**src/rtl/one_to_sixteen_deserializer.sv**
```systemverilog
// one_to_sixteen_deserializer
// Collects a 16-bit MSB-first word on data_in while the active-low frame
// select ss is held low. The word is presented on a held parallel output
// with a valid/ack handshake. Mid-frame aborts and overruns are reported.
// Optional feature macro: DESER_INPUT_SYNC_EN adds 2-flop input
// synchronizers on ss and data_in, which adds two clocks to every latency.
module one_to_sixteen_deserializer (
  input  logic        clock,
  input  logic        resetn,
  input  logic        ss,
  input  logic        data_in,
  input  logic        data_ack,
  output logic [15:0] data_output,
  output logic        data_valid,
  output logic        busy,
  output logic        overrun,
  output logic        frame_abort,
  output logic [3:0]  bit_count,
  output logic [1:0]  state
);

  typedef enum logic [1:0] {
    IDLE    = 2'b00,
    RECV    = 2'b01,
    DONE    = 2'b10,
    HOLDOFF = 2'b11
  } state_t;

  logic ss_i;
  logic din_i;

`ifdef DESER_INPUT_SYNC_EN
  logic [1:0] ss_sync_q;
  logic [1:0] din_sync_q;

  // Two-stage synchronizers; ss idles high so no spurious frame start after reset
  always_ff @(posedge clock or negedge resetn) begin
    if (!resetn) begin
      ss_sync_q  <= 2'b11;
      din_sync_q <= '0;
    end else begin
      ss_sync_q  <= {ss_sync_q[0], ss};
      din_sync_q <= {din_sync_q[0], data_in};
    end
  end

  assign ss_i  = ss_sync_q[1];
  assign din_i = din_sync_q[1];
`else
  assign ss_i  = ss;
  assign din_i = data_in;
`endif

  state_t      state_q, state_d;
  logic [15:0] shift_q, shift_d;
  logic [3:0]  cnt_q, cnt_d;
  logic [15:0] dout_q, dout_d;
  logic        valid_q, valid_d;
  logic        ovr_q, ovr_d;
  logic        abort_q, abort_d;
  logic        busy_q, busy_d;

  // Next-state and next-output computation for the receive FSM and handshake
  always_comb begin
    state_d = state_q;
    shift_d = shift_q;
    cnt_d   = cnt_q;
    dout_d  = dout_q;
    valid_d = valid_q;
    ovr_d   = ovr_q;
    abort_d = 1'b0;

    // Consumer ack; a transfer in DONE below overrides valid_d
    if (data_ack && valid_q) begin
      valid_d = 1'b0;
      ovr_d   = 1'b0;
    end

    unique case (state_q)
      IDLE: begin
        if (!ss_i) begin
          state_d = RECV;
          cnt_d   = '0;
        end
      end
      RECV: begin
        if (ss_i) begin
          abort_d = 1'b1;
          cnt_d   = '0;
          shift_d = '0;
          state_d = IDLE;
        end else begin
          shift_d = {shift_q[14:0], din_i};
          cnt_d   = cnt_q + 4'd1;
          if (cnt_q == 4'd15) state_d = DONE;
        end
      end
      DONE: begin
        if (!valid_q || data_ack) begin
          dout_d  = shift_q;
          valid_d = 1'b1;
        end else begin
          ovr_d = 1'b1;
        end
        state_d = ss_i ? IDLE : HOLDOFF;
      end
      HOLDOFF: begin
        if (ss_i) state_d = IDLE;
      end
      default: state_d = IDLE;
    endcase

    busy_d = (state_d == RECV) || (state_d == DONE);
  end

  // State and registered outputs
  always_ff @(posedge clock or negedge resetn) begin
    if (!resetn) begin
      state_q <= IDLE;
      shift_q <= '0;
      cnt_q   <= '0;
      dout_q  <= '0;
      valid_q <= 1'b0;
      ovr_q   <= 1'b0;
      abort_q <= 1'b0;
      busy_q  <= 1'b0;
    end else begin
      state_q <= state_d;
      shift_q <= shift_d;
      cnt_q   <= cnt_d;
      dout_q  <= dout_d;
      valid_q <= valid_d;
      ovr_q   <= ovr_d;
      abort_q <= abort_d;
      busy_q  <= busy_d;
    end
  end

  assign data_output = dout_q;
  assign data_valid  = valid_q;
  assign busy        = busy_q;
  assign overrun     = ovr_q;
  assign frame_abort = abort_q;
  assign bit_count   = cnt_q;
  assign state       = state_q;

endmodule

```
**config.mk**
```make
export PLATFORM = sky130hd
export DESIGN_NAME = one_to_sixteen_deserializer
export DESIGN_NICKNAME = d
export VERILOG_FILES = /design/src/rtl/one_to_sixteen_deserializer.sv
export SDC_FILE = /design/constraint.sdc
export NUM_CORES = 1
export LEC_CHECK = 0
export BUFFER_PORTS_ARGS = -buffer_cell sky130_fd_sc_hd__buf_4
export CAP_MARGIN = 20
export CORE_ASPECT_RATIO = 1.4
export CORE_MARGIN = 1
export CORE_UTILIZATION = 54
export CTS_CLUSTER_DIAMETER = 80
export DETAILED_ROUTE_END_ITERATION = 8
export PLACE_DENSITY_LB_ADDON = 0.1
export SLEW_MARGIN = 10
export SYNTH_ARGS = -nofsm -noshare
export SYNTH_HDL_FRONTEND = slang
export SYNTH_SLANG_ARGS = --single-unit
```
**constraint.sdc**
```tcl
create_clock -name clock -period 1.9 [get_ports clock]
set_input_delay 0.095 -clock clock [delete_from_list [all_inputs] [get_ports clock]]
set_output_delay 0.095 -clock clock [all_outputs]
set_load 0.005 [all_outputs]
```
==> flow_metrics.tcl <==
set metrics [dict create \
    p_per_area_nw_per_um2 888 \
    worstSkewPairLatency_ps 290 \
    synth_seq_cells 42 \
    crit_path_start_kind "input port" \
    outcome "finished clean" \
    post-route-util_pct 70.5 \
    die_h_um 68.3 \
    ys_types 25 \
    syn2layout_area_growth_pct 22.2 \
    total_power_mw 1.84 \
    register_area_um2 1050 \
    gr-total-overflow 0 \
    timing.final.ws_setup_ps 366 \
    die_area_um2 3370 \
    cts_buffers 5 \
    via_per_inst 5.27 \
    hpwl_um 2020 \
    post_cts_buffers 0 \
    num_rows 23 \
    final_design_area_no_fill_um2 2070 \
    path_max_fanout 16 \
    syn_inst 141 \
    grt_use_total_pct 20.9 \
    yosysTopAreaCell "dfrtp_1" \
    reg2reg_depth 3 \
    postSynth.asyncResetShare_pct 100 \
    synth_top_flop_cell "dfrtp_1" \
    cts_tree "done" \
    tightest_slew_ps 519 \
    tns_ps 0 \
    initial_core_util_pct 57.7 \
    cts.sinks 42 \
    p_leak_nw 1.04 \
    min_period_over_period_pct 80.8 \
    syn_area_um2 1690 \
    max-cap-violations 0 \
    pre_cts_slack_ps 433 \
    finalSetupViolCount 0 \
    htreeDepth 2 \
    r2r_slack_ps 440 \
    final.min_clock_period_ps 1530 \
    portBuffers 30 \
    r2r-start "data_valid$_DFF_PN0_" \
    stdcell_count 214 \
    fmax_mhz 652 \
    ir_drop_mv 0.687 \
    dp.cells 203 \
    postCtsHoldBufs 3 \
    dpl_cell_area_um2 1930 \
    wl_um 2990 \
    syn_nets 147 \
    multi_input_area_um2 593 \
    min_from "data_in" \
    io_pins 31 \
    yosys_warnings 0 \
    timing.rr.end "data_output[5]$_DFFE_PN0P_" \
    drc 0 \
    root_buffer "clkbuf_8" \
    worst_setup_path_end_kind "flip-flop" \
    min-delay-path-class "input port to flip-flop" \
    critPathRequiredTime_ps 2080 \
    syn_area_per_cell_um2 12.0 \
    die_x_um 49.3 \
    n_antenna_cell 0 \
    yosysTopAreaCellShare_pct 62.0 \
    grt_antenna_before_repair 0 \
    cp.arrival_ps 1720 \
    finalHoldViolations 0 \
    synthTopCellsByArea "dfrtp_1, mux2_4, nand2_1" \
    grt_max_degree 43 \
    core_area_um2 2940 \
    drt-initial-drc-count 43 \
    fin_hold_ws_ps 66.1 \
    routed-via-count 1128 \
    grt_pass1_vias 1123 \
    whs_endpoint "shift_q[0]$_DFFE_PN0P_" \
    crit_start "data_ack" \
    detail-route-antenna-nets 0 \
    routedWlPerCell_um 14.0 \
    grt_pass1_wl_um 5140 \
    nNetsFinal 182 \
    slew_viol_final 0 \
    fillCellCount 236 \
    critPathKind "input port to flip-flop" \
    rsz0062_at_grt "no" \
    first_pass_iters 4 \
    whs_path_depth 3 \
    gp_congestion 0.727 \
    finClkSkew_ps 6.81 \
    path_clk_slew_ps 80 \
    synth_edf_count 0 \
    cts_buffer_depth 2 \
    slew_headroom_pct 65.4 \
    drive_gt1_share_pct 33.3 \
    ys_seq_area_share_pct 62.0 \
    ctsResizeCount 0 \
]
==> layout make-up <==
type	instances	share of cell area, %
multi-input cells	91	28.7
clock buffers	5	3.33
repair buffers	34	12.7
clock inverters	3	1.93
flip-flops and latches	42	50.8
well taps	37	2.24
inverters	2	0.363
==> synth_stat cells, drive strengths merged, types with 2 or more instances <==
library cell,n
dfrtp,42
nand2,35
o21ai,18
mux2,16
nor2,5
a21oi,3
buf,3
clkbuf,3
o2bb2ai,3
inv,2
mux2i,2
==> state kept, by name, summed over array words and instances (netlist names) <==
signal       count
shift_q         16
frame_abort      1
data_valid       1
overrun          1
data_output     16
bit_count        4
busy             1
state            2
==> worst max-delay path, cell delays in order <==
cell and delay, ps:
dlygate4sd3_1 540, buf_4 140, or2b_2 320, nand2_4 240, mux2_2 380
==> worst max-delay path by stage <==
| stage | end | cells after the start |
|---|---|---|
| after global placement | data_output[3]$_DFFE_PN0P_ | 3 |
| final | data_output[5]$_DFFE_PN0P_ | 5 |
| after global routing | shift_q[7]$_DFFE_PN0P_ | 4 |
| after detailed placement | data_output[5]$_DFFE_PN0P_ | 3 |
| after CTS | data_output[5]$_DFFE_PN0P_ | 5 |
| after floorplan | data_output[10]$_DFFE_PN0P_ | 4 |
==> cells by family (layout without fill, tap and decap cells) <==
kind of cell | count (synthesis) | after routing | synth area share [%]
AND/OR/NAND/NOR | 46 | 46 | 11.7
multiplexers | 18 | 18 | 14.0
buffers and inverters | 8 | 44 | 2.95
AO/OA/AOI/OAI | 26 | 26 | 8.57
adder cells (fa/ha/maj) | 1 | 1 | 0.738
flip-flops | 42 | 42 | 62.0
==> where the power goes <==
| group | switching [mW] | total (mW) | internal, mW |
|---|---|---|---|
| combinational | 0.0730 | 0.175 | 0.102 |
| clock | 0.304 | 0.691 | 0.387 |
| sequential | 0.0320 | 0.972 | 0.940 |
| total | 0.409 | 1.84 | 1.43 |
==> cell usage in the layout (no fill, tap or decap) <==
cell type      instances
clkinv_2               2
buf_4                 31
a21oi_1                3
inv_1                  1
a31oi_1                1
dfrtp_1               42
a21o_1                 1
inv_2                  1
and2b_2                1
nor3_1                 1
mux2i_1                2
o2bb2ai_1              3
nor2_1                 5
bufinv_16              1
dlygate4sd3_1          3
mux2_2                 6
ha_1                   1
or2b_2                 1
nand3_1                1
nand2b_1               1
o21ai_0               18
nand2_4                1
mux2_4                10
clkbuf_8               5
and3_1                 1
nand2_1               34
==> metal layers <==
layer	wire length [um]	vias to the layer above	GRT usage (%)
li1	-	538	-
met1	1290	551	25.9
met2	1520	30	34.1
met3	122	9	4.22
met4	68	0	12.5
met5	0	-	0
Note: power is estimated with default switching activity, not from simulation.
